===== src/rtl/fpmul_pkg.sv =====
// Shared definitions for the pipelined sign/exponent/mantissa multiplier:
// special-value encodings, flag bit positions and rounding-mode codes.
package fpmul_pkg;

    localparam int FLAG_NAN = 2;
    localparam int FLAG_OVF = 1;
    localparam int FLAG_UNF = 0;
    localparam int NB_FLAGS = 3;

    localparam logic RND_TRUNC   = 1'b0;
    localparam logic RND_HALF_UP = 1'b1;

    typedef struct packed {
        logic nan;
        logic inf;
        logic zero;
    } fp_class_t;

    // Encodings are built wide and sliced by the user to its own word width.
    function automatic logic [63:0] enc_nan(input int nb_exp, input int nb_man);
        logic [63:0] one;
        one = 64'd1;
        return (one << (nb_exp + nb_man)) | (((one << nb_exp) - one) << nb_man) | (one << (nb_man - 1));
    endfunction

    function automatic logic [63:0] enc_inf(input int nb_exp, input int nb_man);
        logic [63:0] one;
        one = 64'd1;
        return ((one << nb_exp) - one) << nb_man;
    endfunction

    function automatic logic [63:0] enc_zero(input int nb_exp, input int nb_man, input int bias);
        logic [63:0] b;
        b = 64'(bias);
        return (b & ((64'd1 << nb_exp) - 64'd1)) << nb_man;
    endfunction

endpackage


===== src/rtl/fpmul_pipe_if.sv =====
// Operand/result handshake bundle of fpmul_pipe; the slave side is the multiplier.
interface fpmul_pipe_if #(
    parameter int NB_DATA = 13
);
    logic [NB_DATA-1:0] i_data1;
    logic [NB_DATA-1:0] i_data2;
    logic               i_valid;
    logic               o_ready;
    logic               i_rnd_mode;
    logic [NB_DATA-1:0] o_mul;
    logic [2:0]         o_flags;
    logic               o_valid;
    logic               i_ready;

    modport slave (
        input  i_data1, i_data2, i_valid, i_rnd_mode, i_ready,
        output o_ready, o_mul, o_flags, o_valid
    );

    modport master (
        output i_data1, i_data2, i_valid, i_rnd_mode, i_ready,
        input  o_ready, o_mul, o_flags, o_valid
    );
endinterface


===== src/rtl/fpmul_pipe_classify.sv =====
// Combinational decode of one operand into nan / inf / zero classes.
module fp_classify
    import fpmul_pkg::*;
#(
    parameter int NB_EXP = 4,
    parameter int NB_MAN = 8
) (
    input  logic [NB_EXP-1:0] i_exp,
    input  logic [NB_MAN-1:0] i_man,
    output fp_class_t         o_class
);
    // Special values are keyed on an all-ones exponent; zero needs a finite exponent.
    always_comb begin
        o_class      = '0;
        o_class.nan  = (&i_exp) & (|i_man);
        o_class.inf  = (&i_exp) & ~(|i_man);
        o_class.zero = ~(&i_exp) & ~(|i_man);
    end
endmodule


===== src/rtl/fpmul_pipe.sv =====
// Three-stage pipelined floating-point multiplier with truncate/round-half-up
// rounding, exception flags and a fully back-pressured valid/ready handshake.
module fpmul_pipe
    import fpmul_pkg::*;
#(
    parameter int NB_EXP  = 4,
    parameter int NB_MAN  = 8,
    parameter int BIAS    = 2**(NB_EXP-1)-1,
    parameter int NB_DATA = 1+NB_EXP+NB_MAN
) (
    input logic         clock,
    input logic         i_reset,
    fpmul_pipe_if.slave bus
);
    localparam int NB_E = NB_EXP + 2;
    // Only the product bits that either alignment can select are carried past S2.
    localparam int NB_P = NB_MAN + 2;

    localparam logic [NB_DATA-1:0] NAN_W    = NB_DATA'(enc_nan(NB_EXP, NB_MAN));
    localparam logic [NB_DATA-2:0] INF_MAG  = (NB_DATA-1)'(enc_inf(NB_EXP, NB_MAN));
    localparam logic [NB_DATA-2:0] ZERO_MAG = (NB_DATA-1)'(enc_zero(NB_EXP, NB_MAN, BIAS));
    localparam logic [NB_E-1:0]    E_ONE    = {{(NB_E-1){1'b0}}, 1'b1};
    localparam logic [NB_E-1:0]    E_BIAS   = NB_E'(BIAS);
    localparam logic [NB_E-1:0]    E_MAX    = {2'b00, {NB_EXP{1'b1}}};

    typedef struct packed {
        logic              valid;
        logic              sign_a;
        logic [NB_EXP-1:0] exp_a;
        logic [NB_MAN-1:0] man_a;
        logic              sign_b;
        logic [NB_EXP-1:0] exp_b;
        logic [NB_MAN-1:0] man_b;
        fp_class_t         cls_a;
        fp_class_t         cls_b;
        logic              rnd;
    } s1_t;

    typedef struct packed {
        logic            valid;
        logic            sign;
        logic            nan;
        logic            inf;
        logic            zero;
        logic            rnd;
        logic [NB_E-1:0] exp;
        logic [NB_P-1:0] prod;
    } s2_t;

    typedef struct packed {
        logic                valid;
        logic [NB_DATA-1:0]  mul;
        logic [NB_FLAGS-1:0] flags;
    } s3_t;

    s1_t s1_d, s1_q;
    s2_t s2_d, s2_q;
    s3_t s3_d, s3_q;

    logic                adv_s;
    fp_class_t           cls_a_s;
    fp_class_t           cls_b_s;
    logic [NB_MAN-1:0]   man_s;
    logic                rbit_s;
    logic [NB_E-1:0]     exp_s;
    logic [NB_MAN:0]     man_rnd_s;
    logic [NB_MAN-1:0]   man_fin_s;
    logic [NB_DATA-1:0]  res_mul_s;
    logic [NB_FLAGS-1:0] res_flags_s;

    fp_classify #(.NB_EXP(NB_EXP), .NB_MAN(NB_MAN)) u_cls_a (
        .i_exp   (bus.i_data1[NB_DATA-2:NB_MAN]),
        .i_man   (bus.i_data1[NB_MAN-1:0]),
        .o_class (cls_a_s)
    );

    fp_classify #(.NB_EXP(NB_EXP), .NB_MAN(NB_MAN)) u_cls_b (
        .i_exp   (bus.i_data2[NB_DATA-2:NB_MAN]),
        .i_man   (bus.i_data2[NB_MAN-1:0]),
        .o_class (cls_b_s)
    );

    // Whole pipe advances unless a result is parked at the output.
    always_comb begin
        adv_s       = ~s3_q.valid | bus.i_ready;
        bus.o_ready = adv_s;
        bus.o_valid = s3_q.valid;
        bus.o_mul   = s3_q.mul;
        bus.o_flags = s3_q.flags;
    end

    // S1: capture operands with their classes and the rounding mode.
    always_comb begin
        s1_d = s1_q;
        if (adv_s) begin
            s1_d.valid = bus.i_valid;
            if (bus.i_valid) begin
                s1_d.sign_a = bus.i_data1[NB_DATA-1];
                s1_d.exp_a  = bus.i_data1[NB_DATA-2:NB_MAN];
                s1_d.man_a  = bus.i_data1[NB_MAN-1:0];
                s1_d.sign_b = bus.i_data2[NB_DATA-1];
                s1_d.exp_b  = bus.i_data2[NB_DATA-2:NB_MAN];
                s1_d.man_b  = bus.i_data2[NB_MAN-1:0];
                s1_d.cls_a  = cls_a_s;
                s1_d.cls_b  = cls_b_s;
                s1_d.rnd    = bus.i_rnd_mode;
            end else begin
                s1_d.rnd = s1_q.rnd;
            end
        end else begin
            s1_d = s1_q;
        end
    end

    // S2: sign, de-biased exponent, mantissa product and merged exception classes.
    always_comb begin
        s2_d = s2_q;
        if (adv_s) begin
            s2_d.valid = s1_q.valid;
            if (s1_q.valid) begin
                s2_d.sign = s1_q.sign_a ^ s1_q.sign_b;
                s2_d.nan  = s1_q.cls_a.nan | s1_q.cls_b.nan
                          | (s1_q.cls_a.inf & s1_q.cls_b.zero)
                          | (s1_q.cls_a.zero & s1_q.cls_b.inf);
                s2_d.inf  = s1_q.cls_a.inf | s1_q.cls_b.inf;
                s2_d.zero = s1_q.cls_a.zero | s1_q.cls_b.zero;
                s2_d.rnd  = s1_q.rnd;
                s2_d.exp  = {2'b00, s1_q.exp_a} + {2'b00, s1_q.exp_b} - E_BIAS;
                s2_d.prod = NB_P'(({{NB_MAN{1'b0}}, s1_q.man_a} * {{NB_MAN{1'b0}}, s1_q.man_b}) >> (NB_MAN - 2));
            end else begin
                s2_d.rnd = s2_q.rnd;
            end
        end else begin
            s2_d = s2_q;
        end
    end

    // S3 datapath: one-step right normalisation, rounding, then exception priority.
    always_comb begin
        man_s       = '0;
        rbit_s      = 1'b0;
        exp_s       = s2_q.exp;
        man_rnd_s   = '0;
        man_fin_s   = '0;
        res_mul_s   = '0;
        res_flags_s = 3'b000;
        if (s2_q.prod[NB_P-1]) begin
            man_s  = s2_q.prod[NB_P-1:2];
            rbit_s = s2_q.prod[1];
            exp_s  = s2_q.exp + E_ONE;
        end else begin
            man_s  = s2_q.prod[NB_P-2:1];
            rbit_s = s2_q.prod[0];
            exp_s  = s2_q.exp;
        end
        man_rnd_s = {1'b0, man_s} + {{NB_MAN{1'b0}}, (s2_q.rnd == RND_HALF_UP) & rbit_s};
        if (man_rnd_s[NB_MAN]) begin
            man_fin_s = {1'b1, {(NB_MAN-1){1'b0}}};
            exp_s     = exp_s + E_ONE;
        end else begin
            man_fin_s = man_rnd_s[NB_MAN-1:0];
        end
        if (s2_q.nan) begin
            res_mul_s             = NAN_W;
            res_flags_s[FLAG_NAN] = 1'b1;
        end else if (s2_q.inf) begin
            res_mul_s = {s2_q.sign, INF_MAG};
        end else if (s2_q.zero) begin
            res_mul_s = {s2_q.sign, ZERO_MAG};
        end else if (!exp_s[NB_E-1] && (exp_s >= E_MAX)) begin
            res_mul_s             = {s2_q.sign, INF_MAG};
            res_flags_s[FLAG_OVF] = 1'b1;
        end else if (exp_s[NB_E-1]) begin
            res_mul_s             = {s2_q.sign, ZERO_MAG};
            res_flags_s[FLAG_UNF] = 1'b1;
        end else begin
            res_mul_s = {s2_q.sign, exp_s[NB_EXP-1:0], man_fin_s};
        end
    end

    // S3 register update: result loads only when the pipe moves and S2 holds data.
    always_comb begin
        s3_d = s3_q;
        if (adv_s) begin
            s3_d.valid = s2_q.valid;
            if (s2_q.valid) begin
                s3_d.mul   = res_mul_s;
                s3_d.flags = res_flags_s;
            end else begin
                s3_d.mul   = s3_q.mul;
                s3_d.flags = s3_q.flags;
            end
        end else begin
            s3_d = s3_q;
        end
    end

    // Stage registers; reset flushes everything including a stalled result.
    always_ff @(posedge clock) begin
        if (i_reset) begin
            s1_q <= '0;
            s2_q <= '0;
            s3_q <= '0;
        end else begin
            s1_q <= s1_d;
            s2_q <= s2_d;
            s3_q <= s3_d;
        end
    end

endmodule


===== src/flat_wrapper.sv =====
// flat-port wrapper written by rule: the top's interface ports become plain ports
module fpmul_pipe_flat import fpmul_pkg::*;
#(
    parameter int NB_EXP  = 4,
    parameter int NB_MAN  = 8,
    parameter int BIAS    = 2**(NB_EXP-1)-1,
    parameter int NB_DATA = 1+NB_EXP+NB_MAN
)
  (clock, i_reset, bus_i_data1, bus_i_data2, bus_i_valid, bus_i_rnd_mode, bus_i_ready, bus_o_ready, bus_o_mul, bus_o_flags, bus_o_valid);
  fpmul_pipe_if #(.NB_DATA(NB_DATA)) bus_i ();
  input logic clock;
  input logic i_reset;
  input wire logic [$bits(bus_i.i_data1)-1:0] bus_i_data1;
  input wire logic [$bits(bus_i.i_data2)-1:0] bus_i_data2;
  input wire logic [$bits(bus_i.i_valid)-1:0] bus_i_valid;
  input wire logic [$bits(bus_i.i_rnd_mode)-1:0] bus_i_rnd_mode;
  input wire logic [$bits(bus_i.i_ready)-1:0] bus_i_ready;
  output wire logic [$bits(bus_i.o_ready)-1:0] bus_o_ready;
  output wire logic [$bits(bus_i.o_mul)-1:0] bus_o_mul;
  output wire logic [$bits(bus_i.o_flags)-1:0] bus_o_flags;
  output wire logic [$bits(bus_i.o_valid)-1:0] bus_o_valid;
  assign bus_i.i_data1 = bus_i_data1;
  assign bus_i.i_data2 = bus_i_data2;
  assign bus_i.i_valid = bus_i_valid;
  assign bus_i.i_rnd_mode = bus_i_rnd_mode;
  assign bus_i.i_ready = bus_i_ready;
  assign bus_o_ready = bus_i.o_ready;
  assign bus_o_mul = bus_i.o_mul;
  assign bus_o_flags = bus_i.o_flags;
  assign bus_o_valid = bus_i.o_valid;
  fpmul_pipe #(.NB_EXP(NB_EXP), .NB_MAN(NB_MAN), .BIAS(BIAS), .NB_DATA(NB_DATA)) u_core (.clock(clock), .i_reset(i_reset), .bus(bus_i));
endmodule

===== config.mk =====
export PLATFORM = sky130hd
export DESIGN_NAME = fpmul_pipe_flat
export DESIGN_NICKNAME = d
export VERILOG_FILES = /design/src/rtl/fpmul_pkg.sv /design/src/rtl/fpmul_pipe_if.sv /design/src/rtl/fpmul_pipe_classify.sv /design/src/rtl/fpmul_pipe.sv /design/src/flat_wrapper.sv
export SDC_FILE = /design/constraint.sdc
export NUM_CORES = 1
export LEC_CHECK = 0
export ABC_AREA = 1
export CAP_MARGIN = 20
export CORE_MARGIN = 5
export CORE_UTILIZATION = 45
export CTS_BUF_LIST = sky130_fd_sc_hd__clkbuf_16
export DETAILED_ROUTE_END_ITERATION = 6
export PLACE_DENSITY = 0.75
export SLEW_MARGIN = 15
export SYNTH_ARGS = -nofsm -noshare
export SYNTH_HDL_FRONTEND = slang
export SYNTH_HIERARCHICAL = 1
export SYNTH_SLANG_ARGS = --single-unit

===== constraint.sdc =====
create_clock -name clock -period 4.08 [get_ports clock]
set_input_delay 0.408 -clock clock [delete_from_list [all_inputs] [get_ports clock]]
set_output_delay 0.408 -clock clock [all_outputs]
set_load 0.03 [all_outputs]

==> run metrics <==
nets 1016; CTS tree built; fmax roughly 0.25 GHz; largest net degree at the start of global routing 47; num rows 41; Post-synth EDFFs 0; Final Hold Viols 0; Reg2Reg Setup Slack roughly 160 ps; Setup CP Type flop to flop; Routed Antenna Nets 0; Post-CTS Hold Buffers 0; fillers 1187; Chip Width 123.5 um; Initial Util 0.4591; hold crit path type flop to flop; CTS max path bufs 2; CP endpoint kind flop; Slew @ Worst Pin 829.5 ps; antenna violations before repair 0; multi-input combinational cell area 3682 um2; Final Setup Violations 0; Clock Pin Slew Worst Setup and Hold Paths 60 ps; area of the die 15240 um2; dpl ws -126.6 ps; Leak approximately 3.8 nW; worst skew pair latency 330 ps; Area Growth Syn to Fin 23.93%; I/O pin total 49; number of DRC markers in iteration 0 178; global route total overflow 0; detail-routed net length per standard cell 11.57 um; Yosys cell types 38; Critical Path RT 4360 ps; critical path startpoint category flop; Synth Flop Type dfxtp_1; Storage cell area 1494 um2; hold slack 465.4 ps; Final Cell Area 7179 um2; CP Cell Sequence buf_4 -> nand2_1 -> inv_1 -> fa_2 -> fa_1 -> inv_1 -> fa_1 -> fa_1 -> inv_2 -> ha_4 -> buf_6 -> nand4_1 -> inv_2 -> a21oi_4 -> buf_4 -> or2_2 -> nand3_2 -> o211ai_1 -> inv_1; CP arrival approximately 4200 ps; cells after synthesis 842; worst-path maximum fanout 5; Syn. warnings 6; via count of the first global-routing pass roughly 5000; Core Region ~13000 um2; proportion of layout cells with a drive suffix above 1 0.1407; post-route setup slack 158.2 ps; GR Util All Layers 0.1729; first-pass GRT wire length 21820 um; PortBufs 48; cts bufs inserted 9; Pre-Repair DR Iteration Count 4; Syn Nets approximately 950; routability cong. 0.8675; clock root buffer clkbuf_16; die height 123.5 um; VDD IR max roughly 0.23 mV; slowest CP cell fa_1; DR DRC count 0; final critical-path share of the clock period 0.9612; clock skew 9.156 ps; status completed; FF+latch count, synth 73; Mapped Area between 5000 and 6000 um2; share of flip-flops with an asynchronous set or reset 0; Slew Viols, Final 0; DP Cell Count roughly 1100; Vias 5183; Tmin final between 3000 and 4000 ps; Mean Syn Cell Area about 6.9 um2; Max Cap Viol 0; n_diodes 0; fin cells between 1000 and 1500; slowest cell delay on critical path ~500 ps; register area share after synthesis 0.2523; Pwr Density 308.9 nW/um2; Detailed Place HPWL 9805 um; final wirelength 12520 um; relative slew slack 0.4464; clk sinks 73; post-placement cell area 6640 um2; H-tree lvl count 3; Avg Vias per Cell 4.790; setup TNS 0 ps
cells in the mapped netlist (2+ instances only):
cell type	n	area (um2)
xnor2_1	5	43.79
or2_2	3	18.77
a21o_1	3	22.52
o21ai_0	54	270.3
nand2_1	168	630.6
o21bai_1	4	30.03
a21oi_1	46	230.2
nand3_1	30	150.1
ha_1	44	550.5
nor3_1	9	45.04
nand4_1	6	37.54
nand3_4	3	52.55
buf_1	3	11.26
buf_6	3	33.78
o211ai_1	2	15.01
nor2_2	2	12.51
nor2_1	114	427.9
fa_1	36	720.7
a31oi_1	2	12.51
buf_2	2	10.01
a211oi_1	3	22.52
inv_1	169	634.4
xor2_1	9	78.83
dfxtp_1	73	1461
nand2_2	8	50.05
clkbuf_1	29	108.9
registers in the layout, summed over array words and instances (netlist names):
name / flops
u_core/s1_q: 34
u_core/bus.o_flags: 3
u_core/bus.o_valid: 1
u_core/s2_q: 22
u_core/bus.o_mul: 13
cell type report:
class                   instances  area share
clock buffers                   9     0.03137
clock inverters                 7     0.01377
inverters                     171     0.09010
multi-input cells             561      0.5129
flip-flops and latches         73      0.2081
well taps                     172     0.02998
repair buffers                 89      0.1138
layer usage:
metal / wire [um] / vias up / GRT usage
li1: - / 2706 / -
met1: 5758 / 2382 / 0.2201
met2: 6235 / 76 / 0.3028
met3: 299 / 19 / 0.02150
met4: 231 / 0 / 0.05813
met5: 0 / - / 0
metrics by stage:
step                utilization  total power, mW
CTS                      0.5547            2.188
global route             0.5689            2.347
detailed placement       0.5262            1.320
floorplan                     -            1.152
global placement         0.5262            1.308
finish                   0.5689            2.218
report_power, final:
group	leakage [nW]	total (mW)	internal, mW	switching [mW]
clock	0.157	0.864	0.541	0.323
combinational	3.04	0.556	0.244	0.312
sequential	0.607	0.798	0.758	0.0394
total	3.80	2.22	1.54	0.675
path summary, 6_finish.rpt:
| kind | start | to | cells after the start |
|---|---|---|---|
| hold / removal | u_core/bus.o_mul[6]$_SDFFE_PP0P_ | u_core/bus.o_mul[6]$_SDFFE_PP0P_ | 2 |
| setup / recovery | u_core/s1_q[9]$_SDFFE_PP0P_ | u_core/s2_q[2]$_SDFFE_PP0P_ | 19 |
| setup reg to reg | u_core/s1_q[9]$_SDFFE_PP0P_ | u_core/s2_q[2]$_SDFFE_PP0P_ | 19 |
| hold reg to reg | u_core/bus.o_mul[6]$_SDFFE_PP0P_ | u_core/bus.o_mul[6]$_SDFFE_PP0P_ | 2 |
cell usage in the layout (no fill, tap or decap), types with 5 or more instances in the layout:
cell	n
a21oi_2	5
dfxtp_2	5
fa_1	33
nand4_1	6
nand2_2	16
clkdlybuf4s50_1	48
clkbuf_16	10
nor2_1	114
inv_1	161
nand2_1	159
nand3_1	29
buf_4	37
ha_1	40
inv_2	9
dfxtp_4	7
xnor2_1	5
nor3_1	7
o21ai_0	53
xor2_1	9
dfxtp_1	61
a21oi_1	39
critical path, delay by kind of cell (launching register included):
family | cells | cell delay (ps)
adders and majority gates | 5 | 2130
buffers and inverters | 8 | 720
and+or+nand+nor | 4 | 480
DFF | 1 | 360
AOI/OAI and AO/OA | 2 | 170
what timing repair did:
item,4_1_cts,5_1_grt
cloned,0,0
endpoints found under the setup margin,5,9
buffers inserted,0,1
gates resized for setup,17,44
pin swaps,5,37
logic make-up (layout without fill, tap and decap cells):
kind of cell,count (synthesis),after routing,synth area share
AOI/OAI and AO/OA,120,120,0.1130
adders and majority gates,80,80,0.2194
DFF,73,73,0.2523
and+or+nand+nor,347,347,0.2542
xor gates and xnor gates,14,14,0.02117
buffers and inverters,208,276,0.1400
No activity file was read; power rests on OpenSTA's default activity.
